$ cat src/rtl/cal_date_gen.sv
// Calendar date generator: month/day/two-digit year advanced by day_tick or loaded by set_en.
// Latency: one cycle; all outputs are registered and reflect the edge that sampled the request.
// Backpressure: none; every tick is accepted, and a set request in the same cycle discards the tick.
module cal_date_gen #(
  parameter int START_MONTH = 1,
  parameter int START_DAY   = 1,
  parameter int START_YEAR  = 0
) (
  input  logic        clk,
  input  logic        reset,
  input  logic        day_tick,
  input  logic        set_en,
  input  logic [5:0]  set_month,
  input  logic [5:0]  set_day,
  input  logic [6:0]  set_year,
  output logic [11:0] rom_address,
  output logic [6:0]  year,
  output logic        month_wrap,
  output logic        year_wrap,
  output logic        set_err
);

  localparam logic [3:0] RST_MONTH = 4'(START_MONTH);
  localparam logic [4:0] RST_DAY   = 5'(START_DAY);
  localparam logic [6:0] RST_YEAR  = 7'(START_YEAR);

  logic [3:0] month_q, month_d;
  logic [4:0] day_q, day_d;
  logic [6:0] year_q, year_d;
  logic       month_wrap_q, month_wrap_d;
  logic       year_wrap_q, year_wrap_d;
  logic       set_err_q, set_err_d;

  logic [4:0] cur_dim;
  logic [4:0] set_dim;
  logic       set_ok;

  // Days in month; leap years are those whose low two bits are zero (valid for 2000..2099).
  function automatic logic [4:0] dim_f(input logic [3:0] m, input logic leap);
    logic [4:0] d;
    case (m)
      4'd4, 4'd6, 4'd9, 4'd11: d = 5'd30;
      4'd2:                    d = leap ? 5'd29 : 5'd28;
      default:                 d = 5'd31;
    endcase
    return d;
  endfunction

  // Next-state: set has priority over tick; a rejected set leaves the date untouched.
  always_comb begin
    month_d      = month_q;
    day_d        = day_q;
    year_d       = year_q;
    month_wrap_d = 1'b0;
    year_wrap_d  = 1'b0;
    set_err_d    = 1'b0;

    cur_dim = dim_f(month_q, year_q[1:0] == 2'b00);
    set_dim = dim_f(set_month[3:0], set_year[1:0] == 2'b00);
    // Range-check the month before trusting set_dim, which only decodes the low nibble.
    set_ok  = (set_month >= 6'd1) && (set_month <= 6'd12) &&
              (set_year <= 7'd99) &&
              (set_day >= 6'd1) && (set_day <= {1'b0, set_dim});

    if (set_en) begin
      if (set_ok) begin
        month_d = set_month[3:0];
        day_d   = set_day[4:0];
        year_d  = set_year;
      end else begin
        set_err_d = 1'b1;
      end
    end else if (day_tick) begin
      if (day_q < cur_dim) begin
        day_d = day_q + 5'd1;
      end else begin
        day_d        = 5'd1;
        month_wrap_d = 1'b1;
        if (month_q == 4'd12) begin
          month_d     = 4'd1;
          year_wrap_d = 1'b1;
          year_d      = (year_q == 7'd99) ? 7'd0 : year_q + 7'd1;
        end else begin
          month_d = month_q + 4'd1;
        end
      end
    end
  end

  // State and pulse registers; reset forces the start date asynchronously.
  always_ff @(posedge clk or posedge reset) begin
    if (reset) begin
      month_q      <= RST_MONTH;
      day_q        <= RST_DAY;
      year_q       <= RST_YEAR;
      month_wrap_q <= 1'b0;
      year_wrap_q  <= 1'b0;
      set_err_q    <= 1'b0;
    end else begin
      month_q      <= month_d;
      day_q        <= day_d;
      year_q       <= year_d;
      month_wrap_q <= month_wrap_d;
      year_wrap_q  <= year_wrap_d;
      set_err_q    <= set_err_d;
    end
  end

  assign rom_address = {2'b00, month_q, 1'b0, day_q};
  assign year        = year_q;
  assign month_wrap  = month_wrap_q;
  assign year_wrap   = year_wrap_q;
  assign set_err     = set_err_q;

endmodule

$ cat config.mk
export PLATFORM = sky130hd
export DESIGN_NAME = cal_date_gen
export DESIGN_NICKNAME = d
export VERILOG_FILES = /design/src/rtl/cal_date_gen.sv
export SDC_FILE = /design/constraint.sdc
export NUM_CORES = 1
export LEC_CHECK = 0
export ABC_AREA = 1
export CAP_MARGIN = 20
export CORE_MARGIN = 4
export CORE_UTILIZATION = 45
export CTS_CLUSTER_DIAMETER = 120
export DETAILED_ROUTE_END_ITERATION = 10
export GPL_ROUTABILITY_DRIVEN = 0
export PLACE_DENSITY = 0.76
export SYNTH_ARGS = -nofsm -noshare
export SYNTH_HDL_FRONTEND = slang
export SYNTH_SLANG_ARGS = --single-unit
$ cat constraint.sdc
create_clock -name clk -period 6.1 [get_ports clk]
set_input_delay 0.61 -clock clk [delete_from_list [all_inputs] [get_ports clk]]
set_output_delay 0.61 -clock clk [all_outputs]
set_load 0.01 [all_outputs]
# Yosys cells after proc, flatten, opt, wreduce, memory -nomap -nowiden
# Index checks and enable logic that the tools add are counted.
# word_totals
regBits	19
inputBits	23
output_inout_bits	22
wordCells	70
# classes
addsub	3
magnitude_cmp	6
n_eq_ne	14
n_mux	28
reduce_logical	13
# op_table
op	n
two-way mux 7 bit	6
== test 4 bit, second input constant	5
two-way mux 4 bit	5
two-way mux 5 bit	4
== test 4 x 3 -> 1 bit, second input constant	4
greater-or-equal comparator 6 x 1 -> 1 bit, second input constant	2
two-way mux 1 bit	11
== test 4 x 2 -> 1 bit, second input constant	2
case mux 2 bit (2 select lines)	2
OR reduction 4 bit	2
adder 7 x 1 -> 7 bit, second input constant	1
== test 7 bit, second input constant	1
<= comparator 7 bit, second input constant	1
<= comparator 6 x 4 -> 1 bit, second input constant	1
<= comparator 6 x 5 -> 1 bit	1
adder 5 x 1 -> 5 bit, second input constant	1
less-than comparator 5 bit	1
adder 4 x 1 -> 4 bit, second input constant	1
logical AND 1 bit	4
logical NOT 2 bit	2
AND reduction 4 bit	1
nonzero test 2 bit	2
AND reduction 3 bit	1
inequality test 2 x 1 -> 1 bit, second input constant	1
other kinds (2)	2

# Longest topological paths before layout
# logic_depth
ltp_word	7
mapped_depth	12
mapped_depth_nobuf	12

# Worst setup path after synthesis
# Ideal clock, no wire load.
# synth_timing
path_kind	input port to flip-flop
start	in set_month[1]
end	reg year_q[0], in the netlist year[0]
setup_ps	117
arrival_time_ps	2022
required_ps	5983
path_slack_ps	3961
path_stages	11
n_path_buf	1
path_cell_list	inv_1 nor4_1 a221oi_1 ha_1 a21oi_1 o21ai_0 nand3_2 nand2_4 buf_8 nand4_1 nand2_1
# synth_via
elab_chain_len	7
word_cells_on_any_way	16
cone_classes	3 x order compare; 6 x eq/ne; 1 x mux; 6 x reduce/logical
# synth_rtl
element	line	text
start, declared	13	input logic [5:0] set_month,
== test 4 x 3 -> 1 bit, or another cell as far along	41	case (m)
OR reduction 4 bit or logical AND 1 bit (tied branches)	41, 61	
case mux 2 bit (2 select lines) or logical AND 1 bit (tied branches)	41, 61	
<= comparator 6 x 5 -> 1 bit or logical AND 1 bit (tied branches)	63, 62	
logical AND 1 bit *	63	(set_day >= 6'd1) && (set_day <= {1'b0, set_dim});
inequality test 2 x 1 -> 1 bit (no source line) *	--	
AND reduction 4 bit (no source line) *	--	
end signal, assigned	102	year_q <= year_d;
end, declared	29	logic [6:0] year_q, year_d;
# Mark *: on every way between the ends. The rest lies on a longest branch, timed or not.
# A chain may end at the register's enable or synchronous reset.

# Final worst setup path
# layout_timing
start	in set_month[2]
end	reg year_q[4], in the netlist year[4]
# Same word-level chain as after synthesis.

==> reports/results.ini <==
[global_routing]
grt_usage = 0.1819
grt_pass1_vias = 1383
grt_max_degree = 20
grt-ovfl-total = 0
grt_pass1_wl_um = 6292
grt_antenna_before_repair = 0

[setup_path]
cp-end-kind = flop
worstPathMaxFanout = 15
r2r_cells = 11
crit_buf_inv = 2
start_kind = input pin
path_delay_family = simple AND/OR/NAND/NOR gates
crit_type = input pin to flop
path_cells = clkdlybuf4s50_1, nor4_1, ha_1, inv_1, nor2_1, o21ai_0, nand3_2, nand2_4, nand3_4, nand2_1, nand2_1
timing.rr.end = year[4]$_DFFE_PP0P_
r2r_slack_ps = 3900
crit_slowest_cell = clkdlybuf4s50_1
max_stage_delay_ps = 500
r2r-start = month_q[0]$_DFFE_PP1P_
cp.required_ps = 6300
cp.arrival_ps = 2840
worst_path_most_repeated_cell = nand2_1

[synthesis]
yosys_register_bits = 19
synth_top_area_frac = 0.2686
synth_area_um2 = 1584
synth_area_leaders = dfrtp_1 (27%), nand2_1 (17%), ha_1 (7.9%), inv_1 (5.7%), nand3_1 (4.7%)
ys_seq_area_frac = 0.3017
syn_area_per_cell_um2 = 7.135
synth-main-ff-cell = dfrtp_1
synth_top_area_cell = dfrtp_1
ys.warnings.count = 0
synthDistinctLibCells = 30
synth-edff-count = 0
synth_async_sr_flop_share = 1.000
synthCells = 222

[sta]
clock.fmax_mhz = 379.2
period_minus_slack_ps = 2637
timing.hold.ws_ps = 523.4
relSlewSlack = 0.4903
rsz0062_at_grt = false
slew_viol_final = 0
fin_worst_skew_ps = 12.40
final_hold_viol_count = 0
fin_crit_sh = 0.4323
setup_viol = 0
tns_ps = 0
worst_pin_slew_ps = 763.7

[drt]
drtIter0Drc = 96
wire_per_inst_um = 12.35
routed_wl_um = 3780
ant_nets = 0
drtPass1Iterations = 4
num_vias = 1508
viasPerCell = 4.928
drc_errors = 0

[pwr]
power_density_nw_per_um2 = 237.5
p_leak_nw = 0.9708
vdd_drop_max_v = 0.0001714
power_mw = 0.4739

[final_layout]
layout_commonest_cell = nand2_1
mostFrequentLayoutCells = nand2_1 (71), clkdlybuf4s50_1 (41), inv_1 (24), nor2_1 (18), dfrtp_1 (17)
area_growth_pct = 25.99
n_antenna_cell = 0
nFillCells = 356
layout-drive-gt1-share = 0.05769
fin_nets = 294

[min_path]
hp-start = month_q[0]$_DFFE_PP1P_
min_path_cells = 2
hold_path.class = flop to flop
hold_path_end = month_q[0]$_DFFE_PP1P_

[status]
status = finished clean

[placed_design]
numPortBuffers = 41
dpl.hpwl_um = 2916

[clocking]
cts_resized = 0
root_buffer = clkbuf_4
cts_tree = yes
cts_buffer_depth = 2
clk_pin_slew_ps = 110
cts-htree-levels = 1
cts_setup_buffers = 0
cts_made_buffers = 3
hold_buffers = 0
clock_latency_ps = 310
clock_sinks = 19

[run]
maxCapViolCount = 0

[die]
start_util = 0.4710
row_count = 21
boundaryPins = 45
coreArea_um2 = 3363
die_y_um = 67.33
die_w_um = 67.33
die_area_um2 = 4533

[worst reg2reg max path, delay by kind of cell (launching register included)]
family | cells | cell delay, ps
adder cells (fa/ha/maj) | 2 | 510
buffers and inverters | 1 | 80
AND/OR/NAND/NOR | 8 | 930
flip-flops | 1 | 600
[area by class of cell]
class	instances	area (µm²)	share of cell area
flip-flops and latches	19	478.0	0.2395
repair buffers	41	410.4	0.2056
clock buffers	3	22.52	0.01129
well taps	46	57.56	0.02884
multi-input cells	172	932.1	0.4671
clock inverters	1	5.005	0.002508
inverters	24	90.09	0.04514
[cells in the mapped netlist (3+ instances only)]
| master | n |
|---|---|
| nand2_1 | 71 |
| inv_1 | 24 |
| nor2_1 | 18 |
| dfrtp_1 | 17 |
| nand3_1 | 15 |
| nand4_1 | 12 |
| ha_1 | 10 |
| o21ai_0 | 9 |
| buf_4 | 5 |
| o21ai_1 | 4 |
| xnor2_1 | 4 |
| xor2_1 | 4 |
| nand2_2 | 3 |
| o22ai_1 | 3 |
[metal layers]
layer,share of wire,vias up,track usage
li1,-,797,-
met1,0.49,670,0.2569
met2,0.46,37,0.2834
met3,0.042,4,0.03494
met4,0.0095,0,0.04810
met5,0,-,0
[sequential cells by signal (all words and copies together), names as in the netlist]
name	count
day_q	5
month_q	4
month_wrap	1
set_err	1
year	7
year_wrap	1
[metrics by stage]
stage,utilization,instance area [µm²],std cells,setup WS [ps]
2_1_floorplan,-,1592,224,3961
3_3_place_gp,0.5852,1968,302,3235
3_5_place_dp,0.5852,1968,302,3160
4_1_cts,0.5934,1996,306,3489
5_1_grt,0.5934,1996,306,3255
6_report,0.5934,1996,306,3463
[cell families (layout without fill, tap and decap cells)]
kind of cell / Yosys count / count (layout) / share of synthesized area
AND/OR/NAND/NOR: 129 / 129 / 0.3791
buffers and inverters: 33 / 69 / 0.1145
other: 1 / 3 / 0.002367
adder cells (fa/ha/maj): 10 / 10 / 0.07899
flip-flops: 19 / 19 / 0.3017
XOR/XNOR: 8 / 8 / 0.04423
AO/OA/AOI/OAI: 22 / 22 / 0.07899
[worst max path at each step]
stage / from / to / slack, ps / depth (start not counted)
2_1_floorplan: set_month[1] / year[0]$_DFFE_PP0P_ / 3960 / 11
3_3_place_gp: set_month[2] / year[5]$_DFFE_PP0P_ / 3230 / 11
3_5_place_dp: set_month[2] / year[4]$_DFFE_PP0P_ / 3160 / 11
4_1_cts: set_month[2] / year[6]$_DFFE_PP0P_ / 3490 / 11
5_1_grt: set_month[2] / year[0]$_DFFE_PP0P_ / 3260 / 11
6_report: set_month[2] / year[4]$_DFFE_PP0P_ / 3460 / 11
[power breakdown]
group / total (mW) / leakage [nW] / internal [mW] / switching [mW]
sequential: 0.199 / 0.239 / 0.154 / 0.0447
clock: 0.0678 / 0.0177 / 0.0245 / 0.0434
combinational: 0.208 / 0.714 / 0.108 / 0.100
No activity file was read; power rests on OpenSTA's default activity.
